==> config.mk <==
export PLATFORM = sky130hd
export DESIGN_NAME = segment_text_scroller
export DESIGN_NICKNAME = d
export VERILOG_FILES = /design/src/rtl/segment_text_scroller.sv
export SDC_FILE = /design/constraint.sdc
export NUM_CORES = 1
export LEC_CHECK = 0
export BUFFER_PORTS_ARGS = -buffer_cell sky130_fd_sc_hd__buf_2
export CAP_MARGIN = 20
export CORE_ASPECT_RATIO = 1.25
export CORE_MARGIN = 4
export CORE_UTILIZATION = 30
export CTS_BUF_LIST = sky130_fd_sc_hd__clkbuf_8
export CTS_CLUSTER_SIZE = 14
export DETAILED_ROUTE_END_ITERATION = 10
export GPL_TIMING_DRIVEN = 0
export SLEW_MARGIN = 0
export SYNTH_ARGS = -nofsm -noshare
export SYNTH_HDL_FRONTEND = slang
export SYNTH_SLANG_ARGS = --single-unit
==> constraint.sdc <==
create_clock -name clk -period 6 [get_ports clk]
set_input_delay 0.6 -clock clk [delete_from_list [all_inputs] [get_ports clk]]
set_output_delay 0.6 -clock clk [all_outputs]
set_load 0.02 [all_outputs]
==> src/rtl/segment_text_scroller.sv <==
// segment_text_scroller
// Holds an ASCII message and scrolls a NUM_DIGITS-wide window across it,
// followed by NUM_DIGITS blanks before wrapping. Each window position is sent
// to a sixteen-segment display as one load pulse per digit, alternating with
// a gap cycle. After each frame the block idles for SCROLL_DIV cycles and then
// advances the window by one character.
module segment_text_scroller #(
  parameter int          MSG_DEPTH  = 32,
  parameter int          NUM_DIGITS = 6,
  parameter int          SCROLL_DIV = 100,
  parameter logic [7:0]  BLANK      = 8'h20
) (
  input  logic                       clk,
  input  logic                       rst,        // asynchronous, active-low
  input  logic                       wr_en,
  input  logic [7:0]                 wr_char,
  output logic                       wr_ready,
  input  logic                       clear,
  input  logic                       start,
  input  logic                       stop,
  output logic                       busy,
  output logic [7:0]                 char_out,
  output logic                       load,
  output logic [2:0]                 digit_sel,
  output logic [$clog2(MSG_DEPTH):0] msg_len
);

  localparam int AW = $clog2(MSG_DEPTH);
  // Wide enough for offset + digit, which can reach just under twice the ring length.
  localparam int RW = $clog2(MSG_DEPTH + 2 * NUM_DIGITS) + 1;
  localparam int WW = (SCROLL_DIV > 1) ? $clog2(SCROLL_DIV) : 1;

  typedef enum logic [1:0] {
    S_IDLE,
    S_UPDATE,
    S_WAIT
  } state_e;

  state_e          state_q;
  logic            gap_q;        // 0: next UPDATE cycle is a LOAD, 1: it is a GAP
  logic [2:0]      digit_q;      // digit being emitted in the current frame
  logic [RW-1:0]   offset_q;     // window start position within the ring
  logic [WW-1:0]   wait_q;       // remaining WAIT cycles minus one
  logic [AW:0]     msg_len_q;
  logic [7:0]      char_q;
  logic            load_q;
  logic [2:0]      digit_sel_q;

  logic [7:0]      msg_buf [MSG_DEPTH];

  logic [RW-1:0]   ring_len;
  logic [RW-1:0]   idx_sum;
  logic [RW-1:0]   idx;
  logic [7:0]      win_char;
  logic            write_accept;

  // Writes only land in IDLE with room left; clear and start outrank them.
  assign wr_ready     = (state_q == S_IDLE) && (msg_len_q < (AW+1)'(MSG_DEPTH));
  assign write_accept = wr_en && wr_ready && !clear && !start;

  // Window character for the current digit: ring index, then blank past the message.
  assign ring_len = RW'(msg_len_q) + RW'(NUM_DIGITS);
  assign idx_sum  = offset_q + RW'(digit_q);
  assign idx      = (idx_sum >= ring_len) ? (idx_sum - ring_len) : idx_sum;
  assign win_char = (idx < RW'(msg_len_q)) ? msg_buf[idx[AW-1:0]] : BLANK;

  assign busy      = (state_q != S_IDLE);
  assign char_out  = char_q;
  assign load      = load_q;
  assign digit_sel = digit_sel_q;
  assign msg_len   = msg_len_q;

  // Message storage: append at the current length.
  // NOTE: the buffer is deliberately left out of reset; msg_len alone says
  // which entries are valid, so clearing the array would only cost area.
  always_ff @(posedge clk) begin
    if (write_accept) begin
      msg_buf[msg_len_q[AW-1:0]] <= wr_char;
    end
  end

  // Control FSM with registered display outputs.
  // NOTE: every register here uses non-blocking assignment so that all
  // branches see the pre-edge values of state_q, digit_q and offset_q.
  always_ff @(posedge clk or negedge rst) begin
    if (!rst) begin
      state_q     <= S_IDLE;
      gap_q       <= 1'b0;
      digit_q     <= '0;
      offset_q    <= '0;
      wait_q      <= '0;
      msg_len_q   <= '0;
      char_q      <= BLANK;
      load_q      <= 1'b0;
      digit_sel_q <= '0;
    end else if (stop && state_q != S_IDLE) begin
      // Abort: drop the offset so the next start begins at the first character.
      state_q  <= S_IDLE;
      load_q   <= 1'b0;
      gap_q    <= 1'b0;
      digit_q  <= '0;
      offset_q <= '0;
    end else begin
      case (state_q)
        S_IDLE: begin
          load_q <= 1'b0;
          if (clear) begin
            msg_len_q <= '0;
          end else if (start) begin
            if (!stop && msg_len_q != '0) begin
              state_q  <= S_UPDATE;
              gap_q    <= 1'b0;
              digit_q  <= '0;
              offset_q <= '0;
            end
          end else if (write_accept) begin
            msg_len_q <= msg_len_q + 1'b1;
          end
        end

        S_UPDATE: begin
          if (!gap_q) begin
            load_q      <= 1'b1;
            char_q      <= win_char;
            digit_sel_q <= digit_q;
            gap_q       <= 1'b1;
          end else begin
            load_q <= 1'b0;
            gap_q  <= 1'b0;
            if (digit_q == 3'(NUM_DIGITS - 1)) begin
              state_q <= S_WAIT;
              digit_q <= '0;
              wait_q  <= WW'(SCROLL_DIV - 1);
            end else begin
              digit_q <= digit_q + 1'b1;
            end
          end
        end

        S_WAIT: begin
          if (wait_q == '0) begin
            state_q  <= S_UPDATE;
            offset_q <= (offset_q + 1'b1 == ring_len) ? '0 : offset_q + 1'b1;
          end else begin
            wait_q <= wait_q - 1'b1;
          end
        end

        default: state_q <= S_IDLE;
      endcase
    end
  end

endmodule

==> results_dict.tcl <==
set metrics [dict create \
    status "finished clean" \
    regToRegEndpoint "char_out[4]" \
    wl_per_cell_um 19.9 \
    wl_met2_um 16200 \
    clock_path_buffers 3 \
    synthesis.instances 1036 \
    ff2ff_path_depth 23 \
    ant_nets 0 \
    initial_core_util_pct 30.2 \
    fp.dieH_um 241 \
    synth_fa_ha_area_share_pct 2.91 \
    slowest_delay_ns 0.46 \
    routed_wirelength_um 34200 \
    worstMarginPinSlew_ns 1.08 \
    via_per_inst 5.01 \
    finalSetupViolCount 0 \
    layout_worst_path_cycle_share_pct 95.3 \
    final_cells 1721 \
    critPathMostFrequentCell "ha_1" \
    hp-class "input port to async pin" \
    worstReg2RegStart "offset_q[0]" \
    crit_type "flip-flop to flip-flop" \
    dpl.cell_count 1634 \
    async_flop_share_pct 12.9 \
    tritoncts "built" \
    firstDrtPassIters 5 \
    fin_crit_ns 5.72 \
    synth.cell_area_sq_um 13000 \
    top_layer "met5" \
    io_buffer_count 33 \
    synth-edff-count 256 \
    drc_errors 0 \
    fmax_ghz 0.175 \
    cp_top_family "compound AO/OA/AOI/OAI gates" \
    drv_slew 0 \
    clk_pin_slew_worst_paths_ns 0.06 \
    p_leak_uw 0.00540 \
    synthToLayoutAreaGrowth_pct 13.9 \
    clock_latency_ns 0.59 \
    cts_buffers 49 \
    synth_compound_area_share_pct 8.08 \
    die_area_sq_um 46700 \
    grtUsageTotal_pct 14.3 \
    drv_cap 0 \
    grt.overflow.total 0 \
    synthMuxAreaShare_pct 3.81 \
    crit_chain "ha_1 -> inv_1 -> fa_1 -> nor2b_1 -> o21ai_0 -> xnor2_1 -> ha_1 -> a21oi_1 -> o21a_1 -> o31ai_4 -> buf_4 -> mux2i_2 -> inv_1 -> ha_1 -> a21o_1 -> a21o_1 -> a211o_1 -> a2111oi_4 -> buf_4 -> nand2_4 -> a311oi_2 -> nand4_1 -> nand4_1" \
    rsz0062_at_grt "no" \
    hpwl_um 23600 \
    slowest_stage "dfrtp_1" \
    antenna_found_initial 3 \
    synth_warnings 0 \
    synth-seq-cells 294 \
    rows 85 \
    nFillCells 4264 \
    worstPathRequired_ns 6.50 \
    layout_common_cells "edfxtp_1, nand2_1, nor2_1" \
    ys.flop_type "edfxtp_1" \
    synth_top_area_share_pct 59.2 \
    cts_hold_buf 0 \
    route.layer.met1.wl_um 14200 \
    yosysTopAreaCell "edfxtp_1" \
    crit_fanout 7 \
    core_sq_um 43000 \
    clock-root-buffer "clkbuf_8" \
    peakVddDrop_mv 0.240 \
    nNetsFinal 1167 \
    cp_num_buf_inv 4 \
    io-pin-count 34 \
    power_density_nw_per_um2 414 \
    grt_max_degree 39 \
    cts_sinks 294 \
    grt_pass1_vias 8916 \
    utilization_pct 34.4 \
    first_iter_violations 661 \
    synth_fp_nets 1079 \
    critical_path_depth 23 \
    final_layout_size_suffix_gt1_share_pct 13.0 \
    via_count 8615 \
    cp-start-kind "flip-flop" \
    synth_top_family_by_area "simple AND/OR/NAND/NOR gates" \
    avgSynthCellArea_sq_um 12.5 \
    gp_congestion 0.894 \
    grt_first_pass_wirelength_um 52100 \
    arrival_ns 6.22 \
    setup_ws_ns 0.280 \
    finClkSkew_ns 0.0372 \
    reg2reg_slack_ns 0.28 \
    synth_cell_types 69 \
    die_w_um 194 \
    synth_xor_xnor_area_share_pct 2.16 \
    cts-htree-levels 2 \
    setup.worst_path.end_class "flip-flop" \
    hold_viol 0 \
    relSlewSlack_pct 27.5 \
    met3_length_um 2410 \
    yosysSeqAreaShare_pct 66.5 \
    dp_worst_setup_slack_ns -0.660 \
    synthSimpleGateAreaFrac_pct 13.9 \
    final_common_cell "edfxtp_1" \
    synth.area.top_cells "edfxtp_1, dfrtp_1, nand2_1" \
]
Yosys cell counts (3+ instances only):
master,n
ha_1,27
o31a_1,3
nand2_1,232
nand2b_1,3
xnor2_1,20
or3_1,12
o2111ai_1,3
a32o_1,20
and3_1,9
dfrtp_1,37
mux2_2,5
and2_1,3
clkbuf_1,20
buf_2,24
a311oi_1,6
nand4_1,17
o22ai_1,3
xor2_1,12
nand3b_1,3
nand3_1,48
edfxtp_1,256
a31oi_1,12
nor3_1,9
buf_4,3
o21ai_1,3
inv_1,27
mux2i_1,41
a21oi_1,28
nor2_1,60
o21ai_0,26
a32oi_1,12
a21o_1,5
area by class of cell:
class	count	area (sq um)	share of cell area, %
diodes	1	2.50	0.0169
inverters	29	109	0.736
repair buffers	37	195	1.32
flip-flops and latches	294	8640	58.4
well taps	565	707	4.78
multi-input cells	664	4090	27.6
clock inverters	33	138	0.930
clock buffers	49	674	4.56
plain buffers	49	243	1.64
cells by family (layout without fill, tap and decap cells):
group,count (synthesis),count (layout)
AND/OR/NAND/NOR,411,411
AO/OA/AOI/OAI,144,144
other,0,1
XOR/XNOR,32,32
adder cells (fa/ha/maj),29,29
flip-flops,294,294
multiplexers,48,48
buffers and inverters,78,197
worst max-delay path by stage:
stage | slack, ns | end | startpoint
2_1_floorplan | 1.05 | char_out[1] | digit_q[0]
3_3_place_gp | -0.64 | char_out[0] | digit_q[0]
3_5_place_dp | -0.66 | char_out[0] | digit_q[0]
4_1_cts | 0.04 | char_out[2] | digit_q[0]
5_1_grt | 0.04 | char_out[3] | offset_q[0]
6_report | 0.28 | char_out[4] | offset_q[0]
power by group:
group	switching, uW	internal (uW)	total [uW]	leakage (uW)
clock network	767	753	1520	0.000480
logic	1490	745	2230	0.00212
registers	67.9	2300	2370	0.00280
flip-flops by register name (all words and copies together) (netlist names):
signal and count:
offset_q 7, gap_q 1, state_q 2, msg_len 6, digit_sel 3, msg_buf 256
load 1, char_out 8, wait_q 7, digit_q 3
per-layer routing:
layer | up-vias | global-route usage (%)
li1 | 3993 | -
met1 | 4200 | 17.7
met2 | 341 | 24.3
met3 | 77 | 3.13
met4 | 4 | 6.24
met5 | - | 0
metrics by stage:
step	setup TNS, ns	total power [uW]	area (sq um)	hold slack [ns]
floorplan	0	3860	13000	0.304
CTS	0	6150	14800	0.140
global route	0	6460	14800	0.189
detailed placement	-3.03	4600	13900	0.479
finish	0	6120	14800	0.141
global placement	-2.96	4570	13900	0.458
repair_timing:
| item | CTS | global route |
|---|---|---|
| resized for setup | 13 | 1 |
| endpoints found under the hold margin | 0 | 0 |
| buffers inserted | 2 | 2 |
| cloned | 0 | 0 |
| pin swaps | 1 | 3 |
| setup endpoints to repair | 6 | 6 |
Power figures use the tool's default switching activity.
